File: src/rtl/uart_frame_packetizer.sv
// Drains an FWFT byte FIFO into framed UART packets: SOF, LEN, payload, optional checksum.
// One byte in flight at a time; each send state holds while tx_ready is low (payload also waits on FIFO data).
module uart_frame_packetizer #(
    parameter int          MAX_PAYLOAD = 8,
    parameter int          TIMEOUT     = 64,
    parameter logic [7:0]  SOF_BYTE    = 8'hA5,
    parameter int          CHK_MODE    = 1,
    parameter int          LVL_W       = 9
) (
    input  logic             clk,
    input  logic             rst,
    input  logic             fifo_empty,
    input  logic [LVL_W-1:0] fifo_level,
    input  logic [7:0]       fifo_data_out,
    output logic             fifo_rd_en,
    output logic             uart_start_tx,
    output logic [7:0]       uart_data_to_tx,
    input  logic             uart_tx_done,
    input  logic             tx_ready,
    output logic             tx_busy,
    output logic             pkt_done
);

    typedef enum logic [2:0] {
        S_IDLE,
        S_GATHER,
        S_SEND_SOF,
        S_SEND_LEN,
        S_SEND_PAY,
        S_SEND_CHK,
        S_WAIT_DONE
    } state_t;

    typedef enum logic [1:0] {
        RET_SOF,
        RET_LEN,
        RET_PAY,
        RET_CHK
    } ret_t;

    localparam int               CNT_W    = (TIMEOUT > 1) ? $clog2(TIMEOUT) : 1;
    localparam logic [CNT_W-1:0] TMO_LAST = CNT_W'(TIMEOUT - 1);
    localparam logic [7:0]       MAX_LEN  = 8'(MAX_PAYLOAD);
    localparam logic [LVL_W-1:0] MAX_LVL  = LVL_W'(MAX_PAYLOAD);

    state_t           state_q;
    ret_t             ret_q;
    logic [CNT_W-1:0] cnt_q;
    logic [7:0]       len_q;
    logic [7:0]       pay_cnt_q;
    logic [7:0]       chk_q;
    logic [7:0]       data_q;
    logic             start_q;
    logic             rd_en_q;
    logic             busy_q;
    logic             pkt_done_q;

    logic             level_full;
    logic             gather_exit;
    logic [7:0]       len_d;
    logic [7:0]       chk_byte;
    logic [7:0]       chk_d;

    // A full FIFO wins over the timeout, so a simultaneous exit still latches MAX_PAYLOAD.
    always_comb begin
        level_full  = (fifo_level >= MAX_LVL);
        gather_exit = level_full || (cnt_q == TMO_LAST);
        len_d       = level_full ? MAX_LEN : 8'(fifo_level);
        chk_byte    = (state_q == S_SEND_PAY) ? fifo_data_out : len_q;
        chk_d       = (CHK_MODE == 2) ? (chk_q ^ chk_byte) : (chk_q + chk_byte);
    end

    always_ff @(posedge clk) begin
        if (rst) begin
            state_q    <= S_IDLE;
            ret_q      <= RET_SOF;
            cnt_q      <= '0;
            len_q      <= 8'h00;
            pay_cnt_q  <= 8'h00;
            chk_q      <= 8'h00;
            data_q     <= 8'h00;
            start_q    <= 1'b0;
            rd_en_q    <= 1'b0;
            busy_q     <= 1'b0;
            pkt_done_q <= 1'b0;
        end else begin
            start_q    <= 1'b0;
            rd_en_q    <= 1'b0;
            pkt_done_q <= 1'b0;
            case (state_q)
                S_IDLE: begin
                    if (!fifo_empty) begin
                        state_q <= S_GATHER;
                        cnt_q   <= '0;
                    end
                end
                S_GATHER: begin
                    cnt_q <= cnt_q + 1'b1;
                    if (gather_exit) begin
                        state_q   <= S_SEND_SOF;
                        len_q     <= len_d;
                        chk_q     <= 8'h00;
                        pay_cnt_q <= 8'h00;
                        busy_q    <= 1'b1;
                    end
                end
                S_SEND_SOF: begin
                    if (tx_ready) begin
                        data_q  <= SOF_BYTE;
                        start_q <= 1'b1;
                        ret_q   <= RET_SOF;
                        state_q <= S_WAIT_DONE;
                    end
                end
                S_SEND_LEN: begin
                    if (tx_ready) begin
                        data_q  <= len_q;
                        chk_q   <= chk_d;
                        start_q <= 1'b1;
                        ret_q   <= RET_LEN;
                        state_q <= S_WAIT_DONE;
                    end
                end
                S_SEND_PAY: begin
                    if (tx_ready && !fifo_empty) begin
                        data_q    <= fifo_data_out;
                        chk_q     <= chk_d;
                        rd_en_q   <= 1'b1;
                        start_q   <= 1'b1;
                        pay_cnt_q <= pay_cnt_q + 8'd1;
                        ret_q     <= RET_PAY;
                        state_q   <= S_WAIT_DONE;
                    end
                end
                S_SEND_CHK: begin
                    if (tx_ready) begin
                        data_q  <= chk_q;
                        start_q <= 1'b1;
                        ret_q   <= RET_CHK;
                        state_q <= S_WAIT_DONE;
                    end
                end
                S_WAIT_DONE: begin
                    if (uart_tx_done) begin
                        case (ret_q)
                            RET_SOF: state_q <= S_SEND_LEN;
                            RET_LEN: state_q <= S_SEND_PAY;
                            RET_PAY: begin
                                if (pay_cnt_q < len_q) begin
                                    state_q <= S_SEND_PAY;
                                end else if (CHK_MODE == 0) begin
                                    state_q    <= S_IDLE;
                                    busy_q     <= 1'b0;
                                    pkt_done_q <= 1'b1;
                                end else begin
                                    state_q <= S_SEND_CHK;
                                end
                            end
                            RET_CHK: begin
                                state_q    <= S_IDLE;
                                busy_q     <= 1'b0;
                                pkt_done_q <= 1'b1;
                            end
                        endcase
                    end
                end
                default: state_q <= S_IDLE;
            endcase
        end
    end

    assign fifo_rd_en      = rd_en_q;
    assign uart_start_tx   = start_q;
    assign uart_data_to_tx = data_q;
    assign tx_busy         = busy_q;
    assign pkt_done        = pkt_done_q;

endmodule
File: config.mk
export PLATFORM = sky130hd
export DESIGN_NAME = uart_frame_packetizer
export DESIGN_NICKNAME = d
export VERILOG_FILES = /design/src/rtl/uart_frame_packetizer.sv
export SDC_FILE = /design/constraint.sdc
export NUM_CORES = 1
export LEC_CHECK = 0
export CAP_MARGIN = 20
export CORE_ASPECT_RATIO = 0.7
export CORE_UTILIZATION = 60
export CTS_CLUSTER_SIZE = 40
export DETAILED_ROUTE_END_ITERATION = 6
export PLACE_DENSITY = 0.84
export SETUP_SLACK_MARGIN = 0.3
export SLEW_MARGIN = 0
export SYNTH_ARGS = -nofsm -noshare
export SYNTH_HDL_FRONTEND = slang
export SYNTH_SLANG_ARGS = --single-unit
File: constraint.sdc
create_clock -name clk -period 8.29 [get_ports clk]
set_input_delay 2.0725 -clock clk [delete_from_list [all_inputs] [get_ports clk]]
set_output_delay 2.0725 -clock clk [all_outputs]
set_load 0.005 [all_outputs]
* After elaboration in Yosys (flattened, before gate mapping)
Index checks and enable logic that the tools add are counted.
** Storage, ports and cells
- Input port bits :: 22
- Bits in registers :: 47
- Output and inout port bits :: 12
- RAM bits :: 0
- Bits in latches :: 0
- ROM bits :: 0
- Memories kept :: 0
** Operators by class
- Mux-type cells :: 36
- Bitwise logic cells :: 3
- Shift operators :: 0
- $lt $le $gt $ge :: 2
- Multiply operators :: 0
- Reduce and logical (&&, ||, !) cells :: 20
- Eq/ne operators :: 19
- Div/mod/pow operators :: 0
- Add/sub/neg operators :: 3
** Operators by type and width (number)
- 8-bit two-way mux :: 10
- 8-bit one-hot mux with 4 select lines :: 1
- 8-bit one-hot mux with 3 select lines :: 1
- 8-bit one-hot mux with 2 select lines :: 1
- 3-bit two-way mux :: 5
- 3-bit one-hot mux with 5 select lines :: 1
- 2-bit inequality test (second input constant) :: 6
- 3-bit one-hot mux with 4 select lines :: 1
- 6-bit one-hot mux with 2 select lines :: 1
- 5-bit AND reduction :: 2
- 3-bit == test (second input constant) :: 3
- 9-bit by 4-bit >= comparator with 1-bit output (second input constant) :: 1
- 8-bit by 1-bit adder with 8-bit output (second input constant) :: 1
- 8-bit adder :: 1
- 8-bit < comparator :: 1
- 2-bit two-way mux :: 4
- 2-bit one-hot mux with 4 select lines :: 1
- 4-bit AND reduction :: 2
- 1-bit two-way mux :: 7
- 6-bit by 1-bit adder with 6-bit output (second input constant) :: 1
- 3-bit by 2-bit == test with 1-bit output (second input constant) :: 2
- 6-bit == test (second input constant) :: 1
- 6-bit two-way mux :: 1
- 2-bit by 1-bit inequality test with 1-bit output (second input constant) :: 3
- 17 further kinds :: 25

* Longest topological paths before layout
Gate-level depths: netlist (run 1).
- Depth in word-level cells :: 5
- Depth in mapped cells :: 11
- Depth with buffers taken out :: 10

* Least setup slack after synthesis (run 1)
No wires, ideal clock.
- Kind :: input to register
- Start :: input port fifo_data_out[0]
- End :: register chk_q[6]
- Data arrival time :: 3644 ps
- Stages :: 9
- Setup time :: 117 ps
- Buffers on the path :: 0
- Data required time :: 8173 ps
- Path slack :: 4529 ps
- Path through :: mux2_2 -> ha_1 -> inv_1 -> fa_1 -> nand2b_1 -> a21oi_1 -> o21a_1 -> or3_1 -> a32o_1
** Between the ends
- Longest elaborated chain between the ends :: 4
- Elaborated cells on any way between the ends :: 5
** Ends and longest elaborated chain
- start: declaration :: RTL line 14 : input logic [7:0] fifo_data_out,
- 8-bit two-way mux * :: RTL line 69 : chk_byte = (state_q == S_SEND_PAY) ? fifo_data_out : len_q;
- 8-bit adder * :: RTL line 70 : chk_d = (CHK_MODE == 2) ? (chk_q ^ chk_byte) : (chk_q + chk_byte);
- 8-bit two-way mux (on tied branches) :: RTL line 125, 116
- 8-bit one-hot mux with 3 select lines * :: RTL line 90 : case (state_q)
- end signal: assignment :: RTL line 118 : chk_q <= chk_d;
- end signal: assignment :: RTL line 127 : chk_q <= chk_d;
- end: declaration :: RTL line 51 : logic [7:0] chk_q;
Mark *: on every way between the ends. The rest lies on a longest branch, timed or not. The select of a mux whose other input is x is not followed.
A chain may end at the register's enable or synchronous reset.

==> metrics.md, run 1 <==
| Metric | Value |
|---|---|
| Design area | `approximately 3200 µm²` |
| Vias in the first global route | `roughly 2400` |
| Slew Viols, Final | `0` |
| Vias per cell | `around 6.2` |
| Worst VDD drop | `around 0.17 mV` |
| GR Overflow Total | `0` |
| Area of the die | `a little under 5000 µm²` |
| Area of the mapped netlist | `between 2000 and 3000 µm²` |
| IO buf count | `33` |
| Dpl ws | `between 3000 and 4000 ps` |
| Setup CP Type | `in2reg` |
| RSZ-0062 raised after global routing | `no` |
| Via count | `2696` |
| First-pass GRT wire length | `11.3 mm` |
| Worst Tran Pin Value | `roughly 960 ps` |
| Sequential share of the synthesized area | `33.5%` |
| Area Overhead vs Synth | `15.1%` |
| Final setup fails | `0` |
| Placed Area | `approximately 3100 µm²` |
| Setup ws final | `4140 ps` |
| Iteration-0 DRC count of the detailed router | `289` |
| Max cap viols | `0` |
| CTS Root Cell | `clkbuf_8` |
| CP cell instances | `clkdlybuf4s50_1 -> inv_1 -> nand2_1 -> o22ai_1 -> nand2b_1 -> o22a_1` |
| Cts bufs inserted | `5` |
| Max incr delay on CP | `roughly 1100 ps` |
| Die Width | `83.8 µm` |
| CTS Buffer Depth | `2` |
| FF+latch count, synth | `47` |
| Critical path arrival | `around 4300 ps` |
| Leak pwr | `0.00117 µW` |
| WL per Instance | `16.0 µm` |
| Core Rows | `20` |
| # fillers | `around 390` |
| H-tree Lvls | `2` |
| IO Pins | `34` |
| Clock Skews | `roughly 2.9 ps` |
| Cells resized by post-CTS repair | `0` |
| Final hold violation count | `0` |
| Clk slew on worst S/H paths | `roughly 80 ps` |
| Achievable frequency | `241 MHz` |
| Routed wire length | `between 6 and 7 mm` |
| Buffers & Inverters on Critical Path | `2` |
| Fraction of layout cells with a size suffix above 1 | `~4.5%` |
| # DRC | `0` |
| Max stage delay cell, worst path | `clkdlybuf4s50_1` |
| # clock sinks | `between 40 and 50` |
| Hold_buf cts | `0` |
| Critical path startpoint category | `primary input` |
| Core area | `approximately 4400 µm²` |
| Final RePlAce weighted congestion | `~0.95` |
| Post-DP HPWL | `5.24 mm` |
| Async SR Flop Fraction | `0%` |
| Antenna-violating nets left | `0` |
| P per Cell Area | `around 220 nW/µm²` |
| Worst-Skew Late Latency | `roughly 300 ps` |
| Synth Instances | `355` |
| Total negative slack | `0 ps` |
| Setup crit end kind | `flip-flop` |
| Drt pass-1 iters | `5` |
| Largest net degree at the start of global routing | `26` |
| Synth unique cells | `a little under 60` |
| Syn Nets | `397` |
| Synthesized area per cell | `about 7.9 µm²` |
| Crit share post-route | `approximately half` |
| Min Tclk post-route | `around 4100 ps` |
| Antenna cells | `0` |
| Synth warn | `0` |
| Initial Util | `63.8%` |
| Most common flop cell mapped by yosys | `dfxtp_1` |
| Initial antenna violation count | `0` |
| TritonCTS clock tree | `built` |
| Post-synth EDFFs | `0` |
| Die Y | `roughly 60 µm` |
| Max FO, Critical Path | `25` |
| Hold crit path type | `reg2reg` |
| Final-stage net count | `roughly 420` |
| Crit path required time | `approximately 8500 ps` |
| Worst-case headroom to the max-slew limit | `35.9%` |
| GRT Util Overall | `a little under 30%` |
| Post-CTS setup buffers | `0` |
| Status | `completed` |
| Delay-heaviest family, CP | `buffers and inverters` |
[metrics by stage]
| stage | utilization (%) | hold WS [ps] | std cells | total power [µW] |
|---|---|---|---|---|
| floorplan | - | 445 | 355 | 480 |
| global placement | 71.4 | 469 | 429 | 552 |
| detailed placement | 71.4 | 467 | 429 | 560 |
| CTS | 73.4 | 480 | 436 | 699 |
| global route | 73.4 | 492 | 436 | 739 |
| finish | 73.4 | 480 | 436 | 703 |
[cell usage in the layout, fill, tap and decap left out, types with 3 or more instances in the layout]
cell type        count
or4_1                3
nand2b_1             7
o21a_1               3
clkdlybuf4s50_1     33
a211oi_1             6
o22a_1               3
and2_1               4
a2bb2oi_1            3
o21ai_1              3
nor2b_1              5
nor2_1              42
mux2i_1             12
nor3_1               3
inv_1               17
dfxtp_1             47
or3_1                4
clkbuf_8             6
a21oi_1             38
nand3_1             14
o21ai_0             31
nand2_1             35
ha_1                19
o211ai_1             3
[worst reg2reg max path, cell delays in order, from the launching register on]
cell      delay [ps]
dfxtp_1          960
nor3b_2          100
buf_4            230
mux2_2           300
ha_1             220
inv_1             80
fa_1             210
nand2b_1         130
a21oi_1           90
o21a_1           180
or3_1            320
a32o_1           260
[cells by family (layout without fill, tap and decap cells)]
logic type,Yosys count,after routing,share of synthesized area (%)
muxes,14,14,5.08
and+or+nand+nor,131,131,23.3
adders and majority gates,20,20,9.18
AOI/OAI and AO/OA,109,109,23.7
DFF,47,47,33.5
xor gates and xnor gates,2,2,0.624
buffers and inverters,32,58,4.72
[power by group]
group | internal, µW | leakage [µW] | switching (µW) | total [µW]
sequential | 251 | 0.000381 | 45.7 | 296
combinational | 117 | 0.000747 | 149 | 266
clock | 65.6 | 0.0000470 | 75.3 | 141
[layout make-up]
class	count	area (µm²)	share of cell area, %
Inverter	17	63.8	1.97
Timing Repair Buffer	34	338	10.4
Clock inverter	1	5.00	0.155
Clock buffer	6	82.6	2.55
Multi-Input combinational cell	276	1740	53.7
Tap cell	55	68.8	2.13
Sequential cell	47	941	29.1
[per-layer routing]
layer / vias to the layer above / part of all wire, % / track usage (%)
met1: 1237 / 49 / 43.4
li1: 1323 / - / -
met2: 113 / 42 / 44.1
met4: 0 / 1.9 / 8.23
met3: 23 / 7.6 / 4.74
met5: - / 0 / 0
[flip-flops by register name (all words and copies together), names as in the netlist]
name and cells:
chk_q 8, cnt_q 6, fifo_rd_en 1, len_q 8, pay_cnt_q 8, pkt_done 1
ret_q 2, state_q 3, tx_busy 1, uart_data_to_tx 8, uart_start_tx 1
[synth_stat cells (3+ instances only)]
master | count | area [µm²]
mux2i_1 | 12 | 120
or4_1 | 3 | 22.5
o22a_1 | 3 | 26.3
dfxtp_1 | 47 | 941
o211ai_1 | 3 | 22.5
a21oi_1 | 38 | 190
inv_1 | 17 | 63.8
nor2_1 | 42 | 158
o21ai_0 | 31 | 155
buf_2 | 4 | 20.0
o21ai_1 | 3 | 15.0
o21a_1 | 3 | 22.5
nor2b_1 | 5 | 31.3
ha_1 | 19 | 238
nand2_1 | 35 | 131
or3_1 | 4 | 25.0
nand2b_1 | 7 | 43.8
a211oi_1 | 6 | 45.0
clkbuf_1 | 9 | 33.8
and2_1 | 4 | 25.0
nand3_1 | 14 | 70.1
a2bb2oi_1 | 3 | 26.3
nor3_1 | 3 | 15.0
[final timing paths]
check	startpoint	to	slack, ps	cells past startpoint
min	ret_q[0]	ret_q[0]	480	2
max	rst	chk_q[7]	4140	6
max reg2reg	state_q[0]	chk_q[6]	5140	11
min reg2reg	ret_q[0]	ret_q[0]	480	2
Note: power is estimated with default switching activity, not from simulation.
==> run 2, diff against run 1 <==
--- a/config.mk
+++ b/config.mk
@@ -7,10 +7,10 @@
 export LEC_CHECK = 0
 export CAP_MARGIN = 20
 export CORE_ASPECT_RATIO = 0.7
-export CORE_UTILIZATION = 60
+export CORE_UTILIZATION = 56
 export CTS_CLUSTER_SIZE = 40
 export DETAILED_ROUTE_END_ITERATION = 6
-export PLACE_DENSITY = 0.84
+export PLACE_DENSITY = 0.79
 export SETUP_SLACK_MARGIN = 0.3
 export SLEW_MARGIN = 0
 export SYNTH_ARGS = -nofsm -noshare
==> constraint.sdc (replaced) <==
create_clock -name clk -period 3.9 [get_ports clk]
set_input_delay 0.975 -clock clk [delete_from_list [all_inputs] [get_ports clk]]
set_output_delay 0.975 -clock clk [all_outputs]
set_load 0.005 [all_outputs]
==> run 2 against run 1 <==
- count of clock-buffer cells in the layout did not move
- die area increased by 6.9%
- total power rose by 130%
- clock power increased to 3.0 times the previous value
- via count is 1.2% lower
- combinational power rose by 140%
- critical path depth increased by 4
- setup slack got worse by 3400 ps
- non-clock buffer count increased by 3
- cell area up 2.6%
- global-route usage shrank 0.86 points
==> metrics.md, run 2 (synthesis results as in run 1) <==
| Metric | Value |
|---|---|
| Final RePlAce weighted congestion | `0.870 (was 0.953)` |
| Worst-Skew Late Latency | `310 ps (was 300 ps)` |
| Switch share | `35.5% (was 38.4%)` |
| Internal power | `1050 µW (was 433 µW)` |
| Commonest non-fill, non-tap cell in the layout | `dfxtp_1 (unchanged)` |
| Final hold violation count | `0 (unchanged)` |
| Critical path startpoint category | `flip-flop (was primary input)` |
| Clock Skews | `10.7 ps (was 2.94 ps)` |
| Leak pwr | `0.00121 µW (was 0.00117 µW)` |
| Core Rows | `21 (was 20)` |
| Achievable frequency | `about 320 MHz` |
| Max FO, Critical Path | `15 (was 25)` |
| Final-stage net count | `426 (was 423)` |
| # clock sinks | `47 (unchanged)` |
| H-tree Lvls | `2 (unchanged)` |
| Combinational Power Share | `39.3% (was 37.8%)` |
| Setup crit end kind | `flip-flop (unchanged)` |
| Clock group share of total power | `25.9% (was 20.0%)` |
| IO Pins | `34 (unchanged)` |
| P per Cell Area | `490 nW/µm² (was 217 nW/µm²)` |
| Hold_buf cts | `0 (unchanged)` |
| Worst-case headroom to the max-slew limit | `39.9% (was 35.9%)` |
| Worst VDD drop | `0.252 mV (was 0.169 mV)` |
| Most Used Layer, Global Route | `met2 (unchanged)` |
| Vias per cell | `5.87 (was 6.18)` |
| Setup ws final | `748 ps (was 4140 ps)` |
| Status | `completed (unchanged)` |
| Via count | `2664 (was 2696)` |
| CTS Root Cell | `clkbuf_8 (unchanged)` |
| Hold crit path type | `reg2reg (unchanged)` |
| Area Overhead vs Synth | `18.2% (was 15.1%)` |
| Max incr delay on CP | `750 ps (was 1090 ps)` |
| Post-DP HPWL | `5.16 mm (was 5.24 mm)` |
| RSZ-0062 raised after global routing | `no (unchanged)` |
| Antenna-violating nets left | `0 (unchanged)` |
| GR Overflow Total | `0 (unchanged)` |
| Dpl ws | `613 ps (was 3880 ps)` |
| Drt pass-1 iters | `4 (was 5)` |
| Cells resized by post-CTS repair | `0 (unchanged)` |
| Final setup fails | `0 (unchanged)` |
| Crit share post-route | `80.8%` |
| CTS Buffer Depth | `2 (unchanged)` |
| Slew Viols, Final | `0 (unchanged)` |
| Core area | `4810 µm² (was 4400 µm²)` |
| Total negative slack | `0 ps (unchanged)` |
| Met2 usage | `44.0% (was 44.1%)` |
| Final Non-Filler Cells | `454 (was 436)` |
| TritonCTS clock tree | `built (unchanged)` |
| Reg power frac | `34.8% (was 42.1%)` |
| Setup CP Type | `reg2reg (was in2reg)` |
| Worst Tran Pin Value | `898 ps (was 961 ps)` |
| Hold Path Depth | `2 (unchanged)` |
| Largest net degree at the start of global routing | `26 (unchanged)` |
| GRT Util Overall | `28.3% (was 29.2%)` |
| Die Width | `86.7 µm (was 83.8 µm)` |
| Clk slew on worst S/H paths | `90 ps (was 80 ps)` |
| Vias in the first global route | `2314 (was 2350)` |
| Iteration-0 DRC count of the detailed router | `231 (was 289)` |
| IO buf count | `33 (unchanged)` |
| Crit path required time | `4110 ps (was 8490 ps)` |
| Register area | `941 µm² (unchanged)` |
| Placed insts | `446 (was 429)` |
| Max cap viols | `0 (unchanged)` |
| Routed wire length | `6.94 mm (was 6.99 mm)` |
| # fillers | `410 (was 387)` |
| CP cell instances | `nor3b_2 -> mux2_2 -> ha_1 -> inv_1 -> fa_1 -> nand2b_1 -> a21oi_1 -> o21a_1 -> or3_1 -> a32o_1 (was clkdlybuf4s50_1 -> inv_1 -> nand2_1 -> o22ai_1 -> nand2b_1 -> o22a_1)` |
| Max stage delay cell, worst path | `nor3b_2 (was clkdlybuf4s50_1)` |
| P_sw | `577 µW (was 270 µW)` |
| WL per Instance | `15.3 µm (was 16.0 µm)` |
| First-pass GRT wire length | `11.3 mm (about the same)` |
| GR met1 Demand/Resource | `40.2% (was 43.4%)` |
| Cts bufs inserted | `5 (unchanged)` |
| Area of the die | `5310 µm² (was 4960 µm²)` |
| # DRC | `0 (unchanged)` |
| Critical path arrival | `3360 ps (was 4340 ps)` |
| Die Y | `61.3 µm (was 59.2 µm)` |
| Min Tclk post-route | `3150 ps` |
| Commonest non-fill, non-tap cells in the layout | `dfxtp_1 (47), nor2_1 (42), a21oi_1 (38) (unchanged)` |
| Fraction of layout cells with a size suffix above 1 | `5.19% (was 4.46%)` |
| Initial antenna violation count | `0 (unchanged)` |
| Initial Util | `58.4% (was 63.8%)` |
| Final Util | `69.0% (was 73.4%)` |
| Grt met3 use | `5.76% (was 4.74%)` |
| Register-to-Register Path Depth | `10 (was 11)` |
| Antenna cells | `0 (unchanged)` |
| Post-CTS setup buffers | `0 (unchanged)` |
| Multi-input gate area | `1740 µm² (unchanged)` |
==> run 2: changes by cell type in the layout (fill, tap and decap cells not counted), sizes merged <==
cell,previous run,this run
bufinv,0,2
clkinv,1,0
buf,1,4
==> run 2: area by class of cell <==
cell class,count,area share (%)
Clock buffer,6,2.19
Clock inverter,2,1.81
Inverter,17,1.92
Multi-Input combinational cell,276,52.3
Sequential cell,47,28.3
Tap cell,69,2.60
Timing Repair Buffer,37,10.9
==> run 2: per-stage QoR <==
stage | hold slack [ps] | instance area [µm²] | power [µW]
after floorplan | 445 | 2810 | 1020
after global placement | 465 | 3190 | 1190
after detailed placement | 471 | 3190 | 1200
after CTS | 480 | 3320 | 1620
after global routing | 487 | 3320 | 1720
final | 478 | 3320 | 1630
==> run 2: critical path, delay by kind of cell (launching register included) <==
kind,cells,cell delay (ps)
compound gates,3,540
simple gates,3,1200
fa+ha+maj,2,430
buf+inv,1,80
flops,1,380
mux,1,420
==> run 2: worst paths after layout <==
path                            startpoint       end  slack (ps)
worst max-delay path            state_q[2]  chk_q[6]         750
worst min register to register    ret_q[0]  ret_q[0]         480
worst max register to register  state_q[2]  chk_q[6]         750
worst min-delay path              ret_q[0]  ret_q[0]         480
==> run 2: power groups by stage <==
| stage | clock network, µW | logic (µW) | registers, µW |
|---|---|---|---|
| 2_1_floorplan | 0 | 442 | 578 |
| 3_3_place_gp | 0 | 617 | 574 |
| 3_5_place_dp | 0 | 623 | 577 |
| 4_1_cts | 424 | 631 | 567 |
| 5_1_grt | 444 | 705 | 573 |
| 6_report | 420 | 639 | 566 |
==> run 2: layer usage <==
layer  wire [µm]  up-vias  share of wire (%)
met5           0        -                  0
met4         150        0                2.2
met3         469       16                6.8
met2        2940       89                 42
met1        3370     1237                 49
li1            -     1322                  -
==> run 3, diff against run 2 <==
==> constraint.sdc (replaced) <==
create_clock -name clk -period 3.1 [get_ports clk]
set_input_delay 0.775 -clock clk [delete_from_list [all_inputs] [get_ports clk]]
set_output_delay 0.775 -clock clk [all_outputs]
set_load 0.005 [all_outputs]
==> run 3 against run 2 <==
- clock skew fell by 1.5 ps
- first-iteration DRC count down 25%
- routed wire length shrank 0.76%
- final cell count rose by 0.44%
- critical path depth is the same
- cell area down 0.53%
- total power up 16%
- clock power shrank 11%
- register-to-register slack worse by 200 ps
- utilization shrank 0.36 points
- sequential share of layout area is 0.15 points higher
- critical path type is now in2reg
- largest power group unchanged
==> metrics.md, run 3 (synthesis results as in run 1) <==
| Metric | Value |
|---|---|
| Core Rows | `21 (unchanged)` |
| Crit share post-route | `between 80% and 90%` |
| Iteration-0 DRC count of the detailed router | `174 (was 231)` |
| Hold crit path type | `reg2reg (unchanged)` |
| Max incr delay on CP | `420 ps (was 750 ps)` |
| Achievable frequency | `between 300 and 400 MHz` |
| Final setup fails | `0 (unchanged)` |
| Routed wire length | `6.88 mm (was 6.94 mm)` |
| Crit path required time | `3310 ps (was 4110 ps)` |
| # fillers | `428 (was 410)` |
| Status | `completed (unchanged)` |
| Hold Startpoint | `len_q[1] (was ret_q[0])` |
| Buffers & Inverters on Critical Path | `2 (was 1)` |
| Initial antenna violation count | `0 (unchanged)` |
| IO buf count | `33 (unchanged)` |
| Fraction of layout cells with a size suffix above 1 | `6.46% (was 5.19%)` |
| Antenna cells | `0 (unchanged)` |
| Clk slew on worst S/H paths | `90 ps (about the same)` |
| GR Overflow Total | `0 (unchanged)` |
| Min Tclk post-route | `roughly 2700 ps` |
| Delay-heaviest family, CP | `compound AO/OA/AOI/OAI gates (was simple AND/OR/NAND/NOR gates)` |
| Post-DP HPWL | `5.13 mm (was 5.16 mm)` |
| Max cap viols | `0 (unchanged)` |
| Max FO, Critical Path | `3 (was 15)` |
| WL per Instance | `15.1 µm (was 15.3 µm)` |
| Vias per cell | `5.80 (was 5.87)` |
| CTS Root Cell | `clkbuf_8 (unchanged)` |
| P per Cell Area | `572 nW/µm² (was 490 nW/µm²)` |
| Critical path arrival | `2920 ps (was 3360 ps)` |
| Via count | `2647 (was 2664)` |
| Critical path startpoint category | `primary input (was flip-flop)` |
| Slew Viols, Final | `0 (unchanged)` |
| # clock sinks | `47 (unchanged)` |
| Placed Area | `3210 µm² (was 3190 µm²)` |
| Vias in the first global route | `2266 (was 2314)` |
| RSZ-0062 raised after global routing | `no (unchanged)` |
| Drt pass-1 iters | `4 (unchanged)` |
| Worst-case headroom to the max-slew limit | `59.0% (was 39.9%)` |
| Final RePlAce weighted congestion | `0.918 (was 0.870)` |
| First-pass GRT wire length | `10.9 mm (was 11.3 mm)` |
| Leak pwr | `0.00120 µW (was 0.00121 µW)` |
| Worst VDD drop | `0.245 mV (was 0.252 mV)` |
| Die Y | `61.3 µm (unchanged)` |
| Design area | `3300 µm² (was 3320 µm²)` |
| GRT Util Overall | `27.5% (was 28.3%)` |
| Worst-Skew Late Latency | `310 ps (about the same)` |
| CTS Buffer Depth | `2 (unchanged)` |
| Antenna-violating nets left | `0 (unchanged)` |
| # DRC | `0 (unchanged)` |
| Final hold slack | `487 ps (was 478 ps)` |
| IO Pins | `34 (unchanged)` |
| Commonest non-fill, non-tap cell in the layout | `dfxtp_1 (unchanged)` |
| TritonCTS clock tree | `built (unchanged)` |
| Worst r2r src | `state_q[1] (was state_q[2])` |
| Final hold violation count | `0 (unchanged)` |
| Setup crit end kind | `flip-flop (unchanged)` |
| Worst Tran Pin Value | `614 ps (was 898 ps)` |
| Area of the die | `5310 µm² (unchanged)` |
| Total negative slack | `0 ps (unchanged)` |
| Setup CP Type | `in2reg (was reg2reg)` |
| Final-stage net count | `429 (was 426)` |
| Max stage delay cell, worst path | `clkdlybuf4s50_1 (was nor3b_2)` |
| Worst Setup SP | `fifo_data_out[0] (was state_q[2])` |
| Commonest non-fill, non-tap cells in the layout | `dfxtp_1 (47), nor2_1 (42), a21oi_1 (38) (unchanged)` |
| Cts bufs inserted | `5 (unchanged)` |
| Core area | `4810 µm² (unchanged)` |
| Largest net degree at the start of global routing | `24 (was 26)` |
| Die Width | `86.7 µm (unchanged)` |
| Initial Util | `58.4% (unchanged)` |
| H-tree Lvls | `2 (unchanged)` |
| Clock Skews | `9.20 ps (was 10.7 ps)` |
| CP cell instances | `clkdlybuf4s50_1 -> mux2_2 -> ha_2 -> inv_1 -> fa_2 -> nand2b_1 -> a21oi_1 -> o21a_1 -> or3_1 -> a32o_1 (was nor3b_2 -> mux2_2 -> ha_1 -> inv_1 -> fa_1 -> nand2b_1 -> a21oi_1 -> o21a_1 -> or3_1 -> a32o_1)` |
| Area Overhead vs Synth | `17.6% (was 18.2%)` |
[run 3: area by class of cell]
class | count | area [µm²] | share of cell area (%)
clock buffer | 6 | 82.6 | 2.50
sequential | 47 | 941 | 28.5
inverter | 17 | 63.8 | 1.93
multi-input combinational | 276 | 1740 | 52.7
tap | 69 | 86.3 | 2.61
clock inverter | 1 | 5.00 | 0.152
timing repair buffer | 40 | 383 | 11.6
[run 3: final timing paths]
| kind | cells after the start | end | slack, ps |
|---|---|---|---|
| max | 10 | chk_q[6] | 390 |
| min | 2 | len_q[1] | 490 |
| max reg2reg | 10 | chk_q[7] | 550 |
| min reg2reg | 2 | len_q[1] | 490 |
[run 3: routing by layer]
| metal | GRT usage (%) | vias to the layer above | share of wire (%) |
|---|---|---|---|
| li1 | - | 1327 | - |
| met1 | 39.6 | 1227 | 50 |
| met2 | 42.6 | 88 | 43 |
| met3 | 5.09 | 5 | 5.7 |
| met5 | 0 | - | 0 |
| met4 | 7.62 | 0 | 0.76 |
[run 3: power by group]
part           internal [µW]  switching (µW)
Clock                    175             200
Combinational            330             476
Sequential               670            39.2
Total                   1170             715
[run 3: stage by stage]
step / power, µW / std cells / setup slack [ps] / utilization, %
6_report: 1890 / 456 / 387 / 68.7
5_1_grt: 2000 / 456 / 321 / 68.7
4_1_cts: 1880 / 456 / 370 / 68.6
3_5_place_dp: 1510 / 449 / 52.3 / 66.7
3_3_place_gp: 1500 / 449 / 133 / 66.7
2_1_floorplan: 1280 / 355 / 442 / -
[run 3: what timing repair did]
item | CTS | global route
hold buffers | 0 | 0
buffers inserted | 0 | 0
setup endpoints to repair | 0 | 1
gates resized for setup | 0 | 2
[run 3: worst register-to-register path: cells and delay by family, from the launching register on]
kind	cells	cell delay, ps
fa+ha+maj	1	290
mux	1	170
simple gates	3	570
buf+inv	1	250
compound gates	4	860
flops	1	330
